===== src/rtl/fetch_unit_if.sv =====
// fetch_unit_if: groups the instruction-memory bus, the decode handshake,
// the execute redirect and the branch-predictor update port of fetch_unit.
// master = fetch engine side, slave = memory/decode/execute side.
interface fetch_unit_if #(
    parameter int XLEN = 32
);
    logic            imem_req;
    logic [XLEN-1:0] imem_addr;
    logic            imem_gnt;
    logic            imem_rvalid;
    logic [31:0]     imem_rdata;
    logic            if_valid;
    logic            if_ready;
    logic [31:0]     if_instr;
    logic [XLEN-1:0] if_pc;
    logic            if_pred_taken;
    logic            redirect_valid;
    logic [XLEN-1:0] redirect_pc;
    logic            upd_valid;
    logic [XLEN-1:0] upd_pc;
    logic            upd_taken;

    modport master (
        output imem_req, imem_addr,
        input  imem_gnt, imem_rvalid, imem_rdata,
        output if_valid, if_instr, if_pc, if_pred_taken,
        input  if_ready,
        input  redirect_valid, redirect_pc,
        input  upd_valid, upd_pc, upd_taken
    );

    modport slave (
        input  imem_req, imem_addr,
        output imem_gnt, imem_rvalid, imem_rdata,
        input  if_valid, if_instr, if_pc, if_pred_taken,
        output if_ready,
        output redirect_valid, redirect_pc,
        output upd_valid, upd_pc, upd_taken
    );
endinterface


===== src/rtl/fetch_unit.sv =====
// fetch_unit: registered instruction-fetch engine. One request outstanding at
// a time; the fetched instruction is held for decode until consumed; execute
// redirects override everything and stale responses are drained.
// Optional feature macro: PREDICTOR_EN enables a 2-bit branch history table
// predicting conditional branches, plus JAL target prediction at fetch time.
module fetch_unit #(
    parameter int              XLEN      = 32,
    parameter logic [XLEN-1:0] RESET_PC  = {XLEN{1'b0}},
    parameter int              BHT_DEPTH = 16
) (
    input  logic         clk,
    input  logic         reset,
    fetch_unit_if.master bus
);

    typedef enum logic [1:0] {
        ST_FETCH = 2'd0,
        ST_WAIT  = 2'd1,
        ST_HOLD  = 2'd2,
        ST_DRAIN = 2'd3
    } state_e;

    localparam logic [XLEN-1:0] PC_STEP = XLEN'(32'd4);

    state_e          state_q, state_d;
    logic [XLEN-1:0] pc_q, pc_d;
    logic [31:0]     if_instr_q, if_instr_d;
    logic [XLEN-1:0] if_pc_q, if_pc_d;
    logic            if_pred_taken_q, if_pred_taken_d;
    logic            if_valid_q, if_valid_d;

    logic [XLEN-1:0] redirect_tgt_s;
    logic [XLEN-1:0] seq_pc_s;
    logic [XLEN-1:0] pred_pc_s;
    logic            pred_taken_s;

    assign redirect_tgt_s = {bus.redirect_pc[XLEN-1:2], 2'b00};
    assign seq_pc_s       = pc_q + PC_STEP;

`ifdef PREDICTOR_EN
    localparam int         IDX_W      = $clog2(BHT_DEPTH);
    localparam logic [6:0] OPC_BRANCH = 7'b1100011;
    localparam logic [6:0] OPC_JAL    = 7'b1101111;

    // B-type immediate: byte offset, bit 0 implicitly zero
    function automatic logic [XLEN-1:0] b_imm(input logic [31:0] instr);
        return {{(XLEN-13){instr[31]}}, instr[31], instr[7], instr[30:25], instr[11:8], 1'b0};
    endfunction

    // J-type immediate: byte offset, bit 0 implicitly zero
    function automatic logic [XLEN-1:0] j_imm(input logic [31:0] instr);
        return {{(XLEN-21){instr[31]}}, instr[31], instr[19:12], instr[20], instr[30:21], 1'b0};
    endfunction

    // Saturating 2-bit counter step up (sticks at 3)
    function automatic logic [1:0] ctr_inc(input logic [1:0] c);
        return (c == 2'b11) ? 2'b11 : c + 2'b01;
    endfunction

    // Saturating 2-bit counter step down (sticks at 0)
    function automatic logic [1:0] ctr_dec(input logic [1:0] c);
        return (c == 2'b00) ? 2'b00 : c - 2'b01;
    endfunction

    logic [1:0]       bht_q [BHT_DEPTH];
    logic [1:0]       bht_d [BHT_DEPTH];
    logic [IDX_W-1:0] lookup_idx_s;
    logic [IDX_W-1:0] upd_idx_s;
    logic [1:0]       lookup_ctr_s;
    logic             unused_s;

    assign lookup_idx_s = pc_q[IDX_W+1:2];
    assign upd_idx_s    = bus.upd_pc[IDX_W+1:2];
    assign lookup_ctr_s = bht_q[lookup_idx_s];
    assign unused_s     = ^{bus.upd_pc[XLEN-1:IDX_W+2], bus.upd_pc[1:0], bus.redirect_pc[1:0]};

    // Next-PC prediction from the instruction arriving this cycle
    always_comb begin
        pred_taken_s = 1'b0;
        pred_pc_s    = seq_pc_s;
        case (bus.imem_rdata[6:0])
            OPC_BRANCH: begin
                if (lookup_ctr_s[1]) begin
                    pred_taken_s = 1'b1;
                    pred_pc_s    = pc_q + b_imm(bus.imem_rdata);
                end else begin
                    pred_taken_s = 1'b0;
                    pred_pc_s    = seq_pc_s;
                end
            end
            OPC_JAL: begin
                pred_taken_s = 1'b1;
                pred_pc_s    = pc_q + j_imm(bus.imem_rdata);
            end
            default: begin
                pred_taken_s = 1'b0;
                pred_pc_s    = seq_pc_s;
            end
        endcase
    end

    // Branch history counter training from resolved branches
    always_comb begin
        bht_d = bht_q;
        if (bus.upd_valid) begin
            if (bus.upd_taken) begin
                bht_d[upd_idx_s] = ctr_inc(bht_q[upd_idx_s]);
            end else begin
                bht_d[upd_idx_s] = ctr_dec(bht_q[upd_idx_s]);
            end
        end else begin
            bht_d = bht_q;
        end
    end

    // Branch history table storage; counters start weakly not-taken
    always_ff @(posedge clk) begin
        if (reset) begin
            for (int i = 0; i < BHT_DEPTH; i++) begin
                bht_q[i] <= 2'b01;
            end
        end else begin
            bht_q <= bht_d;
        end
    end
`else
    logic unused_s;

    assign pred_taken_s = 1'b0;
    assign pred_pc_s    = seq_pc_s;
    assign unused_s     = ^{bus.upd_valid, bus.upd_pc, bus.upd_taken,
                            bus.redirect_pc[1:0], 9'(BHT_DEPTH)};
`endif

    // Fetch sequencing: redirect first, then the normal request/response flow
    always_comb begin
        state_d         = state_q;
        pc_d            = pc_q;
        if_instr_d      = if_instr_q;
        if_pc_d         = if_pc_q;
        if_pred_taken_d = if_pred_taken_q;
        if_valid_d      = if_valid_q;
        if (bus.redirect_valid) begin
            pc_d       = redirect_tgt_s;
            if_valid_d = 1'b0;
            case (state_q)
                ST_FETCH: state_d = bus.imem_gnt    ? ST_DRAIN : ST_FETCH;
                ST_WAIT:  state_d = bus.imem_rvalid ? ST_FETCH : ST_DRAIN;
                ST_HOLD:  state_d = ST_FETCH;
                ST_DRAIN: state_d = bus.imem_rvalid ? ST_FETCH : ST_DRAIN;
                default:  state_d = ST_FETCH;
            endcase
        end else begin
            case (state_q)
                ST_FETCH: state_d = bus.imem_gnt ? ST_WAIT : ST_FETCH;
                ST_WAIT: begin
                    if (bus.imem_rvalid) begin
                        if_instr_d      = bus.imem_rdata;
                        if_pc_d         = pc_q;
                        if_pred_taken_d = pred_taken_s;
                        if_valid_d      = 1'b1;
                        pc_d            = pred_pc_s;
                        state_d         = ST_HOLD;
                    end else begin
                        state_d = ST_WAIT;
                    end
                end
                ST_HOLD: begin
                    if (bus.if_ready) begin
                        if_valid_d = 1'b0;
                        state_d    = ST_FETCH;
                    end else begin
                        state_d = ST_HOLD;
                    end
                end
                ST_DRAIN: state_d = bus.imem_rvalid ? ST_FETCH : ST_DRAIN;
                default: begin
                    if_valid_d = 1'b0;
                    state_d    = ST_FETCH;
                end
            endcase
        end
    end

    // Fetch engine state and decode-facing registers
    always_ff @(posedge clk) begin
        if (reset) begin
            state_q         <= ST_FETCH;
            pc_q            <= RESET_PC;
            if_instr_q      <= 32'h0000_0000;
            if_pc_q         <= {XLEN{1'b0}};
            if_pred_taken_q <= 1'b0;
            if_valid_q      <= 1'b0;
        end else begin
            state_q         <= state_d;
            pc_q            <= pc_d;
            if_instr_q      <= if_instr_d;
            if_pc_q         <= if_pc_d;
            if_pred_taken_q <= if_pred_taken_d;
            if_valid_q      <= if_valid_d;
        end
    end

    assign bus.imem_req      = (state_q == ST_FETCH);
    assign bus.imem_addr     = pc_q;
    assign bus.if_valid      = if_valid_q;
    assign bus.if_instr      = if_instr_q;
    assign bus.if_pc         = if_pc_q;
    assign bus.if_pred_taken = if_pred_taken_q;

endmodule


===== src/flat_wrapper.sv =====
// flat-port wrapper written by rule: the top's interface ports become plain ports
module fetch_unit_flat 
#(
    parameter int              XLEN      = 32,
    parameter logic [XLEN-1:0] RESET_PC  = {XLEN{1'b0}},
    parameter int              BHT_DEPTH = 16
)
  (clk, reset, bus_imem_req, bus_imem_addr, bus_imem_gnt, bus_imem_rvalid, bus_imem_rdata, bus_if_valid, bus_if_instr, bus_if_pc, bus_if_pred_taken, bus_if_ready, bus_redirect_valid, bus_redirect_pc, bus_upd_valid, bus_upd_pc, bus_upd_taken);
  fetch_unit_if #(.XLEN(XLEN)) bus_i ();
  input  logic clk;
  input  logic reset;
  output wire logic [$bits(bus_i.imem_req)-1:0] bus_imem_req;
  output wire logic [$bits(bus_i.imem_addr)-1:0] bus_imem_addr;
  input wire logic [$bits(bus_i.imem_gnt)-1:0] bus_imem_gnt;
  input wire logic [$bits(bus_i.imem_rvalid)-1:0] bus_imem_rvalid;
  input wire logic [$bits(bus_i.imem_rdata)-1:0] bus_imem_rdata;
  output wire logic [$bits(bus_i.if_valid)-1:0] bus_if_valid;
  output wire logic [$bits(bus_i.if_instr)-1:0] bus_if_instr;
  output wire logic [$bits(bus_i.if_pc)-1:0] bus_if_pc;
  output wire logic [$bits(bus_i.if_pred_taken)-1:0] bus_if_pred_taken;
  input wire logic [$bits(bus_i.if_ready)-1:0] bus_if_ready;
  input wire logic [$bits(bus_i.redirect_valid)-1:0] bus_redirect_valid;
  input wire logic [$bits(bus_i.redirect_pc)-1:0] bus_redirect_pc;
  input wire logic [$bits(bus_i.upd_valid)-1:0] bus_upd_valid;
  input wire logic [$bits(bus_i.upd_pc)-1:0] bus_upd_pc;
  input wire logic [$bits(bus_i.upd_taken)-1:0] bus_upd_taken;
  assign bus_imem_req = bus_i.imem_req;
  assign bus_imem_addr = bus_i.imem_addr;
  assign bus_i.imem_gnt = bus_imem_gnt;
  assign bus_i.imem_rvalid = bus_imem_rvalid;
  assign bus_i.imem_rdata = bus_imem_rdata;
  assign bus_if_valid = bus_i.if_valid;
  assign bus_if_instr = bus_i.if_instr;
  assign bus_if_pc = bus_i.if_pc;
  assign bus_if_pred_taken = bus_i.if_pred_taken;
  assign bus_i.if_ready = bus_if_ready;
  assign bus_i.redirect_valid = bus_redirect_valid;
  assign bus_i.redirect_pc = bus_redirect_pc;
  assign bus_i.upd_valid = bus_upd_valid;
  assign bus_i.upd_pc = bus_upd_pc;
  assign bus_i.upd_taken = bus_upd_taken;
  fetch_unit #(.XLEN(XLEN), .RESET_PC(RESET_PC), .BHT_DEPTH(BHT_DEPTH)) u_core (.clk(clk), .reset(reset), .bus(bus_i));
endmodule

===== config.mk =====
export PLATFORM = sky130hd
export DESIGN_NAME = fetch_unit_flat
export DESIGN_NICKNAME = d
export VERILOG_FILES = /design/src/rtl/fetch_unit_if.sv /design/src/rtl/fetch_unit.sv /design/src/flat_wrapper.sv
export SDC_FILE = /design/constraint.sdc
export NUM_CORES = 1
export LEC_CHECK = 0
export CAP_MARGIN = 20
export CORE_UTILIZATION = 62
export DETAILED_ROUTE_END_ITERATION = 6
export DONT_BUFFER_PORTS = 1
export PLACE_DENSITY = 0.78
export SLEW_MARGIN = 20
export SYNTH_ARGS = -nofsm -noshare
export SYNTH_HDL_FRONTEND = slang
export SYNTH_SLANG_ARGS = --single-unit
export TNS_END_PERCENT = 20

===== constraint.sdc =====
create_clock -name clk -period 2.97 [get_ports clk]
set_input_delay 0.1485 -clock clk [delete_from_list [all_inputs] [get_ports clk]]
set_output_delay 0.1485 -clock clk [all_outputs]
set_load 0.005 [all_outputs]

==> flow_summary.yaml <==
run:
  maxCapViolations: 0
sta:
  setup_viol: 0
  skew_ns: 0.0103
  setup_slack_ns: 0.483
  max-slew-margin-rel_pct: 47.9
  setup_tns_ns: 0
  rsz0062_at_grt: "no"
  max_freq_ghz: 0.402
  hold_violations: 0
  worst_pin_slew_ns: 0.774
  fin_crit_sh_pct: 83.7
  min_period_ns: 2.49
  maxSlewViolCount: 0
yosys:
  synth.cell_area_um2: 4040
  synth-edff-count: 0
  syn_area_per_cell_um2: 7.90
  synth_flop_cell: "dfxtp_1"
  ys_types: 49
  synth-async-reset-ratio_pct: 0
  ys_ff_latch: 95
  synthCells: 511
  ys_seq_area_share_pct: 47.1
  yosysWarnings: 0
critical_path:
  cp.arrival_ns: 2.74
  critical_path_required_ns: 3.22
  worstSetupPathType: "reg2reg"
  path_max_fanout: 17
  critPathLaunch: "u_core.bus.imem_addr[2]"
  timing.rr.start: "u_core.bus.imem_addr[2]"
  critPathCapture: "u_core.bus.imem_addr[14]"
  r2r_slack_ns: 0.48
  startpoint_type: "flop"
  cp-end-kind: "flop"
  reg2reg_depth: 5
  worst_r2r_endpoint: "u_core.bus.imem_addr[14]"
grt:
  grt_pass1_wl_um: 15700
  grt_antenna_before_repair: 0
  overflow: 0
  grtUsageTotal_pct: 30.2
  grt_pass1_vias: 3481
  grt_max_degree: 91
floorplanning:
  start_util_pct: 63.9
  coreArea_um2: 6310
  die_w_um: 82.7
  ios: 203
  rows: 29
  die_area_um2: 6840
  fp.dieH_um: 82.7
clocking:
  cts-resized-gates: 0
  clk_pin_slew_worst_paths_ns: 0.10
  post_cts_buffers: 0
  max-clock-path-buffers: 2
  cts_tree: "built"
  cts.htree.levels: 3
  clk_root_buffer_cell: "clkbuf_8"
  cts_sinks: 95
  insertion_delay_ns: 0.36
  cts_inserted_buffers: 9
final_layout:
  nets: 659
  final_cell_mix: "nand2_1, dfxtp_1, a21oi_1"
  nFillCells: 455
  area.growth.synth_to_final_pct: 20.5
  design_area_um2: 4860
  final_common_cell: "nand2_1"
  final_util_pct: 77.0
  antenna_cells: 0
  stdcell_count: 636
  drive_gt1_share_pct: 5.72
power:
  p_leak_nw: 1.63
  p_int_mw: 1.77
  peakVddDrop_mv: 0.439
  clkPwrFrac_pct: 33.9
  combPwrFrac_pct: 8.9
  pwr-share-seq_pct: 57.2
  power_switching_mw: 0.659
  switching_share_pct: 27.2
  p_per_area_nw_per_um2: 499
worst_hold_path:
  hold_path_class: "in2reg"
placed_design:
  place_ws_ns: 0.505
  place_area_um2: 4020
  gp_congestion: 0.782
  placedCellCount: 556
  dp_hpwl_um: 6230
  port_buffers: 0
route:
  vias: 3843
  drt_pass1_iterations: 4
  wl_per_cell_um: 17.0
  ant_nets: 0
  drcViolationCount: 0
  vias_per_cell: 6.04
  drt_iter0_drc: 246
  routed_wl_um: 10800
run_status:
  status: "finished, final reports clean"
==> synth_stat cells, types with 3 or more instances <==
cell type / count / share of area (%)
a2111oi_0: 3 / 0.65
a211oi_1: 8 / 1.5
a21oi_1: 66 / 8.2
a311oi_1: 12 / 2.6
and3_1: 5 / 0.78
buf_4: 5 / 0.93
clkbuf_1: 32 / 3.0
dfxtp_1: 95 / 47
inv_1: 8 / 0.74
nand2_1: 146 / 14
nand3_1: 5 / 0.62
nand4_1: 8 / 1.2
nor2_1: 31 / 2.9
nor3_1: 4 / 0.50
nor4_1: 6 / 0.93
o21ai_0: 7 / 0.87
o31ai_1: 9 / 1.7
or3_1: 5 / 0.78
or4_1: 13 / 2.4
xnor2_1: 7 / 1.5
==> cells by family after synthesis <==
logic type               after synthesis  synth area share, %
adder cells (fa/ha/maj)                1                0.310
AO/OA/AOI/OAI                        118                 18.4
flip-flops                            95                 47.1
XOR/XNOR                               9                 1.95
AND/OR/NAND/NOR                      237                 26.8
multiplexers                           1                0.279
buffers and inverters                 49                 5.09
other                                  1               0.0929
==> power by group through the flow <==
stage / Combinational (mW) / Sequential (mW) / Clock [mW]
2_1_floorplan: 0.125 / 1.40 / 0
3_3_place_gp: 0.115 / 1.41 / 0
3_5_place_dp: 0.121 / 1.42 / 0
4_1_cts: 0.212 / 1.39 / 0.829
5_1_grt: 0.241 / 1.40 / 0.879
6_report: 0.216 / 1.39 / 0.823
==> critical path, stage by stage (launching register included) <==
cell and delay [ns]:
dfxtp_1 0.46, ha_1 0.20, nand4b_2 0.24, or3_1 0.65, or4b_2 0.69, o2111a_1 0.14
==> final cells by class <==
cell class | instances | area, um^2 | area share (%)
Sequential cell | 95 | 1900 | 39.1
Clock inverter | 6 | 51.3 | 1.06
Tap cell | 77 | 96.3 | 1.98
Multi-Input combinational cell | 371 | 1950 | 40.2
Inverter | 9 | 33.8 | 0.695
Clock buffer | 10 | 138 | 2.83
Timing Repair Buffer | 68 | 688 | 14.2
==> worst min-delay path by stage <==
stage	slack, ns	to	startpoint	cells after the start
global placement	0.22	u_core.bus.if_instr[12]	reset	1
floorplan	0.28	u_core.bus.if_instr[0]	bus_imem_rdata[0]	2
global route	0.005	u_core.bus.if_valid	bus_redirect_valid	2
CTS	0.001	u_core.bus.if_valid	bus_redirect_valid	2
finish	0.01	u_core.bus.if_valid	bus_redirect_valid	2
detailed placement	0.22	u_core.bus.if_instr[7]	reset	1
==> per-layer routing <==
metal | up-vias | routed length (um) | track usage, %
li1 | 1858 | - | -
met1 | 1789 | 4370 | 34.3
met2 | 166 | 5330 | 51.8
met3 | 30 | 857 | 8.13
met4 | 0 | 293 | 15.0
met5 | - | 0 | 0
==> registers in the layout, indices dropped and copies added (netlist names) <==
signal	cells
u_core.bus.if_instr	32
u_core.bus.if_pc	30
u_core.bus.imem_addr	30
u_core.state_q	2
u_core.bus.if_valid	1
==> per-stage QoR <==
step / hold WS (ns) / power (mW)
after CTS: 0.00146 / 2.43
final: 0.0112 / 2.43
after floorplan: 0.284 / 1.52
after global routing: 0.00514 / 2.52
after global placement: 0.223 / 1.53
after detailed placement: 0.224 / 1.54
==> repair_timing <==
action,CTS,global route
endpoints found under the hold margin,93,0
endpoints found under the setup margin,0,0
hold buffers,64,0
(Power assumes the default switching activity.)
